## src/rtl/wb_stage_pkg.sv

```systemverilog
// Shared encodings for the write-back stage: result-select and HI/LO source codes.
package wb_stage_pkg;

  typedef enum logic [3:0] {
    MTR_ALU = 4'd0,
    MTR_LW  = 4'd1,
    MTR_LB  = 4'd2,
    MTR_LBU = 4'd3,
    MTR_LH  = 4'd4,
    MTR_LHU = 4'd5,
    MTR_LWL = 4'd6,
    MTR_LWR = 4'd7,
    MTR_HI  = 4'd8,
    MTR_LO  = 4'd9
  } mtr_e;

  // Code 2'b11 is deliberately unnamed: it behaves like HL_NONE.
  typedef enum logic [1:0] {
    HL_NONE = 2'd0,
    HL_RES  = 2'd1,
    HL_RS   = 2'd2
  } hl_sel_e;

endpackage

```

## src/rtl/wb_stage_if.sv

```systemverilog
// MEM->WB handover bundle: valid/allowin handshake plus the instruction payload and load data.
interface wb_stage_if;
  logic        MEM_to_WB_valid;
  logic        WB_allowin;
  logic [31:0] PC_MEM;
  logic [31:0] Instruction_MEM;
  logic [3:0]  rf_wen_MEM;
  logic [4:0]  rf_waddr_MEM;
  logic [3:0]  MemtoReg_MEM;
  logic [1:0]  Byte_MEM;
  logic [31:0] rf_wdata_temp_MEM;
  logic [31:0] data_sram_rdata;
  logic        HI_write_MEM;
  logic        LO_write_MEM;
  logic [1:0]  HI_MemtoReg_MEM;
  logic [1:0]  LO_MemtoReg_MEM;
  logic [31:0] HI_wdata_MEM;
  logic [31:0] LO_wdata_MEM;

  modport master (
    output MEM_to_WB_valid, PC_MEM, Instruction_MEM, rf_wen_MEM, rf_waddr_MEM,
           MemtoReg_MEM, Byte_MEM, rf_wdata_temp_MEM, data_sram_rdata,
           HI_write_MEM, LO_write_MEM, HI_MemtoReg_MEM, LO_MemtoReg_MEM,
           HI_wdata_MEM, LO_wdata_MEM,
    input  WB_allowin
  );

  modport slave (
    input  MEM_to_WB_valid, PC_MEM, Instruction_MEM, rf_wen_MEM, rf_waddr_MEM,
           MemtoReg_MEM, Byte_MEM, rf_wdata_temp_MEM, data_sram_rdata,
           HI_write_MEM, LO_write_MEM, HI_MemtoReg_MEM, LO_MemtoReg_MEM,
           HI_wdata_MEM, LO_wdata_MEM,
    output WB_allowin
  );
endinterface

```

## src/rtl/wb_stage_load_align.sv

```systemverilog
// Combinational load alignment: picks/extends the addressed byte or halfword, or shifts for LWL/LWR.
module wb_stage_load_align
  import wb_stage_pkg::*;
(
  input  logic [3:0]  mtr_i,
  input  logic [1:0]  byte_i,
  input  logic [31:0] rdata_i,
  output logic [31:0] data_o
);

  logic signed [7:0]  lb;
  logic signed [15:0] lh;
  logic [4:0]         sh_r;
  logic [4:0]         sh_l;

  always_comb begin
    sh_r = {byte_i, 3'b000};
    // 8*(3-b) == 8*~b for a 2-bit offset
    sh_l = {~byte_i, 3'b000};
    lb   = rdata_i[sh_r +: 8];
    // Halfword lane comes from b[1] alone; misalignment is trapped before WB.
    lh   = byte_i[1] ? rdata_i[31:16] : rdata_i[15:0];
    case (mtr_i)
      MTR_LB:  data_o = 32'(lb);
      MTR_LBU: data_o = {24'b0, lb};
      MTR_LH:  data_o = 32'(lh);
      MTR_LHU: data_o = {16'b0, lh};
      MTR_LWL: data_o = rdata_i << sh_l;
      MTR_LWR: data_o = rdata_i >> sh_r;
      default: data_o = rdata_i;
    endcase
  end

endmodule

```

## src/rtl/wb_stage.sv

```systemverilog
// MIPS write-back stage: captures the MEM bundle, drives the RF write port and trace, owns HI/LO.
module wb_stage
  import wb_stage_pkg::*;
#(
  parameter logic [31:0] HILO_RST = 32'h0
) (
  input  logic        clk,
  input  logic        resetn,
  wb_stage_if.slave   mem_wb,
  output logic        WB_valid,
  output logic [3:0]  rf_we,
  output logic [4:0]  rf_waddr,
  output logic [31:0] rf_wdata,
  output logic [31:0] HI_out,
  output logic [31:0] LO_out,
  output logic [31:0] debug_wb_pc,
  output logic [3:0]  debug_wb_rf_wen,
  output logic [4:0]  debug_wb_rf_wnum,
  output logic [31:0] debug_wb_rf_wdata
);

  logic        ready_go;
  logic        accept;

  logic        valid_q;
  logic [31:0] pc_q;
  logic [3:0]  rf_wen_q;
  logic [4:0]  rf_waddr_q;
  logic [3:0]  mtr_q;
  logic [1:0]  byte_q;
  logic [31:0] temp_q;
  logic [31:0] rdata_q;
  logic        hi_write_q, lo_write_q;
  logic [1:0]  hi_sel_q, lo_sel_q;
  logic [31:0] hi_wdata_q, lo_wdata_q;
  logic [31:0] hi_q, lo_q;
  logic [31:0] hi_d, lo_d;
  logic [31:0] load_data;

  // Instruction word is carried for trace only and is not consumed here.
  logic        unused_inst;
  assign unused_inst = ^mem_wb.Instruction_MEM;

  assign ready_go          = 1'b1;
  assign mem_wb.WB_allowin = !valid_q || ready_go;
  assign accept            = mem_wb.MEM_to_WB_valid && mem_wb.WB_allowin;

  always_comb begin
    hi_d = hi_q;
    lo_d = lo_q;
    if (valid_q && hi_write_q) begin
      case (hi_sel_q)
        HL_RES:  hi_d = hi_wdata_q;
        HL_RS:   hi_d = temp_q;
        default: hi_d = hi_q;
      endcase
    end
    if (valid_q && lo_write_q) begin
      case (lo_sel_q)
        HL_RES:  lo_d = lo_wdata_q;
        HL_RS:   lo_d = temp_q;
        default: lo_d = lo_q;
      endcase
    end
  end

  always_ff @(posedge clk) begin
    if (!resetn) begin
      valid_q    <= 1'b0;
      pc_q       <= '0;
      rf_wen_q   <= '0;
      rf_waddr_q <= '0;
      mtr_q      <= '0;
      byte_q     <= '0;
      temp_q     <= '0;
      rdata_q    <= '0;
      hi_write_q <= 1'b0;
      lo_write_q <= 1'b0;
      hi_sel_q   <= '0;
      lo_sel_q   <= '0;
      hi_wdata_q <= '0;
      lo_wdata_q <= '0;
      hi_q       <= HILO_RST;
      lo_q       <= HILO_RST;
    end else begin
      if (mem_wb.WB_allowin) valid_q <= mem_wb.MEM_to_WB_valid;
      if (accept) begin
        pc_q       <= mem_wb.PC_MEM;
        rf_wen_q   <= mem_wb.rf_wen_MEM;
        rf_waddr_q <= mem_wb.rf_waddr_MEM;
        mtr_q      <= mem_wb.MemtoReg_MEM;
        byte_q     <= mem_wb.Byte_MEM;
        temp_q     <= mem_wb.rf_wdata_temp_MEM;
        rdata_q    <= mem_wb.data_sram_rdata;
        hi_write_q <= mem_wb.HI_write_MEM;
        lo_write_q <= mem_wb.LO_write_MEM;
        hi_sel_q   <= mem_wb.HI_MemtoReg_MEM;
        lo_sel_q   <= mem_wb.LO_MemtoReg_MEM;
        hi_wdata_q <= mem_wb.HI_wdata_MEM;
        lo_wdata_q <= mem_wb.LO_wdata_MEM;
      end
      // HI/LO commit at the end of the WB cycle, so a following MFHI/MFLO sees the new value.
      hi_q <= hi_d;
      lo_q <= lo_d;
    end
  end

  wb_stage_load_align u_load_align (
    .mtr_i   (mtr_q),
    .byte_i  (byte_q),
    .rdata_i (rdata_q),
    .data_o  (load_data)
  );

  always_comb begin
    case (mtr_q)
      MTR_ALU: rf_wdata = temp_q;
      MTR_LW, MTR_LB, MTR_LBU, MTR_LH,
      MTR_LHU, MTR_LWL, MTR_LWR:
               rf_wdata = load_data;
      MTR_HI:  rf_wdata = hi_q;
      MTR_LO:  rf_wdata = lo_q;
      default: rf_wdata = temp_q;
    endcase
  end

  assign WB_valid          = valid_q;
  assign rf_we             = rf_wen_q & {4{valid_q}};
  assign rf_waddr          = rf_waddr_q;
  assign HI_out            = hi_q;
  assign LO_out            = lo_q;
  assign debug_wb_pc       = pc_q;
  assign debug_wb_rf_wen   = rf_we;
  assign debug_wb_rf_wnum  = rf_waddr;
  assign debug_wb_rf_wdata = rf_wdata;

endmodule

```

## src/flat_wrapper.sv

```systemverilog
// flat-port wrapper written by rule: the top's interface ports become plain ports
module wb_stage_flat import wb_stage_pkg::*;
#(
  parameter logic [31:0] HILO_RST = 32'h0
)
  (clk, resetn, WB_valid, rf_we, rf_waddr, rf_wdata, HI_out, LO_out, debug_wb_pc, debug_wb_rf_wen, debug_wb_rf_wnum, debug_wb_rf_wdata, mem_wb_MEM_to_WB_valid, mem_wb_PC_MEM, mem_wb_Instruction_MEM, mem_wb_rf_wen_MEM, mem_wb_rf_waddr_MEM, mem_wb_MemtoReg_MEM, mem_wb_Byte_MEM, mem_wb_rf_wdata_temp_MEM, mem_wb_data_sram_rdata, mem_wb_HI_write_MEM, mem_wb_LO_write_MEM, mem_wb_HI_MemtoReg_MEM, mem_wb_LO_MemtoReg_MEM, mem_wb_HI_wdata_MEM, mem_wb_LO_wdata_MEM, mem_wb_WB_allowin);
  wb_stage_if mem_wb_i ();
  input  logic clk;
  input  logic resetn;
  output logic WB_valid;
  output logic [3:0] rf_we;
  output logic [4:0] rf_waddr;
  output logic [31:0] rf_wdata;
  output logic [31:0] HI_out;
  output logic [31:0] LO_out;
  output logic [31:0] debug_wb_pc;
  output logic [3:0] debug_wb_rf_wen;
  output logic [4:0] debug_wb_rf_wnum;
  output logic [31:0] debug_wb_rf_wdata;
  input wire logic [$bits(mem_wb_i.MEM_to_WB_valid)-1:0] mem_wb_MEM_to_WB_valid;
  input wire logic [$bits(mem_wb_i.PC_MEM)-1:0] mem_wb_PC_MEM;
  input wire logic [$bits(mem_wb_i.Instruction_MEM)-1:0] mem_wb_Instruction_MEM;
  input wire logic [$bits(mem_wb_i.rf_wen_MEM)-1:0] mem_wb_rf_wen_MEM;
  input wire logic [$bits(mem_wb_i.rf_waddr_MEM)-1:0] mem_wb_rf_waddr_MEM;
  input wire logic [$bits(mem_wb_i.MemtoReg_MEM)-1:0] mem_wb_MemtoReg_MEM;
  input wire logic [$bits(mem_wb_i.Byte_MEM)-1:0] mem_wb_Byte_MEM;
  input wire logic [$bits(mem_wb_i.rf_wdata_temp_MEM)-1:0] mem_wb_rf_wdata_temp_MEM;
  input wire logic [$bits(mem_wb_i.data_sram_rdata)-1:0] mem_wb_data_sram_rdata;
  input wire logic [$bits(mem_wb_i.HI_write_MEM)-1:0] mem_wb_HI_write_MEM;
  input wire logic [$bits(mem_wb_i.LO_write_MEM)-1:0] mem_wb_LO_write_MEM;
  input wire logic [$bits(mem_wb_i.HI_MemtoReg_MEM)-1:0] mem_wb_HI_MemtoReg_MEM;
  input wire logic [$bits(mem_wb_i.LO_MemtoReg_MEM)-1:0] mem_wb_LO_MemtoReg_MEM;
  input wire logic [$bits(mem_wb_i.HI_wdata_MEM)-1:0] mem_wb_HI_wdata_MEM;
  input wire logic [$bits(mem_wb_i.LO_wdata_MEM)-1:0] mem_wb_LO_wdata_MEM;
  output wire logic [$bits(mem_wb_i.WB_allowin)-1:0] mem_wb_WB_allowin;
  assign mem_wb_i.MEM_to_WB_valid = mem_wb_MEM_to_WB_valid;
  assign mem_wb_i.PC_MEM = mem_wb_PC_MEM;
  assign mem_wb_i.Instruction_MEM = mem_wb_Instruction_MEM;
  assign mem_wb_i.rf_wen_MEM = mem_wb_rf_wen_MEM;
  assign mem_wb_i.rf_waddr_MEM = mem_wb_rf_waddr_MEM;
  assign mem_wb_i.MemtoReg_MEM = mem_wb_MemtoReg_MEM;
  assign mem_wb_i.Byte_MEM = mem_wb_Byte_MEM;
  assign mem_wb_i.rf_wdata_temp_MEM = mem_wb_rf_wdata_temp_MEM;
  assign mem_wb_i.data_sram_rdata = mem_wb_data_sram_rdata;
  assign mem_wb_i.HI_write_MEM = mem_wb_HI_write_MEM;
  assign mem_wb_i.LO_write_MEM = mem_wb_LO_write_MEM;
  assign mem_wb_i.HI_MemtoReg_MEM = mem_wb_HI_MemtoReg_MEM;
  assign mem_wb_i.LO_MemtoReg_MEM = mem_wb_LO_MemtoReg_MEM;
  assign mem_wb_i.HI_wdata_MEM = mem_wb_HI_wdata_MEM;
  assign mem_wb_i.LO_wdata_MEM = mem_wb_LO_wdata_MEM;
  assign mem_wb_WB_allowin = mem_wb_i.WB_allowin;
  wb_stage #(.HILO_RST(HILO_RST)) u_core (.clk(clk), .resetn(resetn), .mem_wb(mem_wb_i), .WB_valid(WB_valid), .rf_we(rf_we), .rf_waddr(rf_waddr), .rf_wdata(rf_wdata), .HI_out(HI_out), .LO_out(LO_out), .debug_wb_pc(debug_wb_pc), .debug_wb_rf_wen(debug_wb_rf_wen), .debug_wb_rf_wnum(debug_wb_rf_wnum), .debug_wb_rf_wdata(debug_wb_rf_wdata));
endmodule
```

## config.mk

```make
export PLATFORM = sky130hd
export DESIGN_NAME = wb_stage_flat
export DESIGN_NICKNAME = d
export VERILOG_FILES = /design/src/rtl/wb_stage_pkg.sv /design/src/rtl/wb_stage_if.sv /design/src/rtl/wb_stage_load_align.sv /design/src/rtl/wb_stage.sv /design/src/flat_wrapper.sv
export SDC_FILE = /design/constraint.sdc
export NUM_CORES = 1
export LEC_CHECK = 0
export ABC_AREA = 0
export BUFFER_PORTS_ARGS = -buffer_cell sky130_fd_sc_hd__clkbuf_2
export CORE_ASPECT_RATIO = 0.9
export CORE_MARGIN = 3
export CORE_UTILIZATION = 55
export CTS_BUF_LIST = sky130_fd_sc_hd__clkbuf_4 sky130_fd_sc_hd__clkbuf_8
export DETAILED_ROUTE_END_ITERATION = 10
export PLACE_DENSITY = 0.85
export SETUP_SLACK_MARGIN = 0.2
export SLEW_MARGIN = 5
export SYNTH_ARGS = -nofsm -noshare
export SYNTH_HDL_FRONTEND = slang
export SYNTH_SLANG_ARGS = --single-unit
```

## constraint.sdc

```tcl
create_clock -name clk -period 5 [get_ports clk]
set_clock_uncertainty 0.2 [all_clocks]
set_input_delay 0.25 -clock clk [delete_from_list [all_inputs] [get_ports clk]]
set_output_delay 0.25 -clock clk [all_outputs]
set_load 0.01 [all_outputs]
```

==> impl_results.md <==
* Max Root-Sink Buffers at 3
* Worst flop-to-flop path endpoint: u_core.LO_out[3]$_SDFFE_PN0P_
* Hold Path End: u_core.rdata_q[23]$_SDFFE_PN0P_
* Synthesis-to-layout area growth at 33.0%
* Mapped Area at 12600 um2
* Simple-Gate Fraction of Synth Area at 0.153
* Htree depth at 2
* Pleak at 8.19 nW
* CTS Sinks at 246
* Initial antenna violation count at 2
* Port bufs at 362
* GRT overflow at 0
* Register-to-Register Setup Slack at 2.66 ns
* CTS tree: done
* Worst VDD drop at 304 uV
* Asr flop ratio synth at 0
* Main combinational cell family by area after synthesis: multiplexers
* Via density at 5.90
* Drt pass-1 iters at 6
* Die H at 150 um
* CP arrival at 3.54 ns
* Post-synthesis adder-cell area fraction at 0.00198
* Slowest CP cell: nor2_2
* Area fraction of the dominant cell type after synthesis at 0.390
* Unique cell type count in the Yosys netlist at 61
* Placed wire-length estimate at 28700 um
* Syn_nets at 1525
* Vias in the first global route at 12300
* CP Class: register to output pin
* Skew-Pair Late Insertion Delay at 0.54 ns
* Critical Path RT at 4.55 ns
* Top Ports at 396
* Max Slew Vio Count at 0
* Worst Max-Slew Pin Slew at 1.26 ns
* Worst path top cell family by delay: simple AND/OR/NAND/NOR gates
* RSZ-0062 raised after global routing: false
* FF-to-FF path depth at 6
* Hold Path Origin: resetn
* Clock root cell: clkbuf_8
* Compound-gate portion of the synthesized area at 0.155
* Area leader, netlist: dfxtp_1
* Layout Utilization at 0.760
* Count leader, synth: mux2i_1
* Crit path time final at 3.99 ns
* TritonCTS buffer count at 40
* Synth top cells by count: mux2i_1 (268), dfxtp_1 (246), nor2b_1 (186)
* Drt drc at 0
* Slew margin rel. at 0.154
* Non-filler instance count after layout at 2076
* Fillers at 1426
* Synth warn at 0
* Crit path launch type: register
* NumNets Final at 1973
* Die ar. at 24800 um2
* Synth Area in XOR/XNOR at 0
* Final setup violation count at 0
* Drt total wl at 47000 um
* Power per cell area at 299 nW/um2
* Crit. End Element: output pin
* CP max FO at 39
* Ratio of cells with drive above 1 in the final layout at 0.278
* Cell Chain, Critical Path: buf_4, nor2_2, nand3_1, o21ai_0, a21oi_1, o31ai_2, clkbuf_2
* Sequential area share after synthesis at 0.390
* Fin crit share at 0.798
* Clk pin slew, worst setup/hold paths at 0.07 ns
* Hold Crit Class: input port to register
* R2r startpoint: u_core.lo_sel_q[0]$_SDFFE_PN0P_
* Maxcap violations at 0
* EDFF count, synth at 0
* Post-route ant nets at 0
* Setup TNS at 0 ns
* Starting DRT DRC Count at 1223
* Yosys reg bits at 246
* Peak Freq at 251 MHz
* Mux cell area share after synthesis at 0.232
* Die X at 166 um
* First-pass GRT wire length at 71400 um
* Routability congestion estimate at 0.964
* Synth area leaders: dfxtp_1 (39%), mux2i_1 (21%), nor2b_1 (9.2%), o211a_1 (5.1%), a21oi_1 (3.1%)
* Row count at 51
* Core Box Area at 22100 um2
* Fin. Hold Viols at 0
* Worst stage delay on the critical path at 0.71 ns
* Dpl cells at 1823
* Synth Flop Type: dfxtp_1
* Starting Density at 0.571
* Critical path buffer and inverter count at 2
* Total GRT Usage at 0.360
* Syn Inst Count at 1307
* Crit path depth at 7
* Largest net degree at the start of global routing at 155
* Post-cts sizing count at 0
* DR vias at 12300
* Status: finished clean
* Avg Cell Area, Syn at 9.65 um2
* Avg WL per Cell at 22.6 um
* Hold Crit Depth at 2
==> stage by stage <==
step / setup slack (ns) / hold slack [ns] / power (mW) / instance area [um2]
after floorplan: 2.73 / 0.219 / 2.74 / 12600
after global placement: 1.72 / 0.288 / 3.01 / 14100
after detailed placement: 1.66 / 0.302 / 3.02 / 14100
after CTS: 1.09 / 0.139 / 4.97 / 16800
after global routing: 0.846 / 0.168 / 5.18 / 16800
final: 1.01 / 0.109 / 5.01 / 16800
==> how the worst max path moves through the flow <==
stage / startpoint / endpoint / slack (ns)
floorplan: u_core.mtr_q[2]$_SDFFE_PN0P_ / rf_wdata[23] / 2.73
global placement: u_core.mtr_q[3]$_SDFFE_PN0P_ / debug_wb_rf_wdata[20] / 1.72
detailed placement: u_core.mtr_q[3]$_SDFFE_PN0P_ / rf_wdata[19] / 1.66
CTS: u_core.mtr_q[3]$_SDFFE_PN0P_ / rf_wdata[19] / 1.09
global route: u_core.mtr_q[3]$_SDFFE_PN0P_ / rf_wdata[19] / 0.85
finish: u_core.mtr_q[3]$_SDFFE_PN0P_ / debug_wb_rf_wdata[17] / 1.01
==> kinds of logic (layout without fill, tap and decap cells) <==
logic type      Yosys count  after routing
simple gates            349            349
mux                     289            289
fa+ha+maj                 2              2
other cells               1              3
compound gates          262            262
flops                   246            246
buf+inv                 158            634
==> per-layer routing <==
| metal | share of wire | vias to the layer above | GRT usage |
|---|---|---|---|
| li1 | - | 5509 | - |
| met1 | 0.39 | 5861 | 0.436 |
| met2 | 0.48 | 714 | 0.617 |
| met3 | 0.090 | 167 | 0.0866 |
| met4 | 0.049 | 0 | 0.156 |
| met5 | 0 | - | 0 |
==> registers in the layout (all words and copies together) (netlist names) <==
register / count
u_core.debug_wb_pc: 32
u_core.byte_q: 2
u_core.debug_wb_rf_wnum: 5
u_core.WB_valid: 1
u_core.hi_write_q: 1
u_core.LO_out: 32
u_core.mtr_q: 4
u_core.rf_wen_q: 4
u_core.lo_sel_q: 2
u_core.hi_wdata_q: 32
u_core.lo_wdata_q: 32
u_core.lo_write_q: 1
u_core.temp_q: 32
u_core.hi_sel_q: 2
u_core.rdata_q: 32
u_core.HI_out: 32
==> placed cells by master (no fill, tap or decap), types with 6 or more instances in the layout <==
master         instances
nor2b_1              186
dlygate4sd3_1        181
a221oi_1              16
mux2_2                17
dfxtp_1              244
o211a_1               64
o22ai_1               19
a22o_1                 9
nor2_1                36
clkbuf_4              16
clkbuf_2             360
buf_4                 15
nand3_1               15
a21oi_1               78
o21ai_0               23
clkbuf_8              49
nand2_1               76
mux2i_1              268
o31ai_2                6
o31ai_1               10
a22oi_1               12
==> layout make-up <==
cell class | instances | area [um2] | area share
sequential | 246 | 4930 | 0.294
inverter | 5 | 18.8 | 0.00112
multi-input combinational | 903 | 6850 | 0.408
timing repair buffer | 559 | 3770 | 0.225
antenna | 2 | 5.00 | 0.000298
clock inverter | 5 | 53.8 | 0.00321
clock buffer | 65 | 795 | 0.0473
tap | 291 | 364 | 0.0217
==> repair_timing <==
action	in CTS	in global routing
setup buffers	0	0
hold buffers	181	0
setup endpoints to repair	0	0
endpoints found under the hold margin	181	0
==> report_power, final <==
part / switching [mW] / total (mW) / internal [mW]
clock: 0.805 / 1.86 / 1.06
combinational: 0.536 / 0.984 / 0.448
sequential: 0.113 / 2.17 / 2.06
Power figures use the tool's default switching activity.
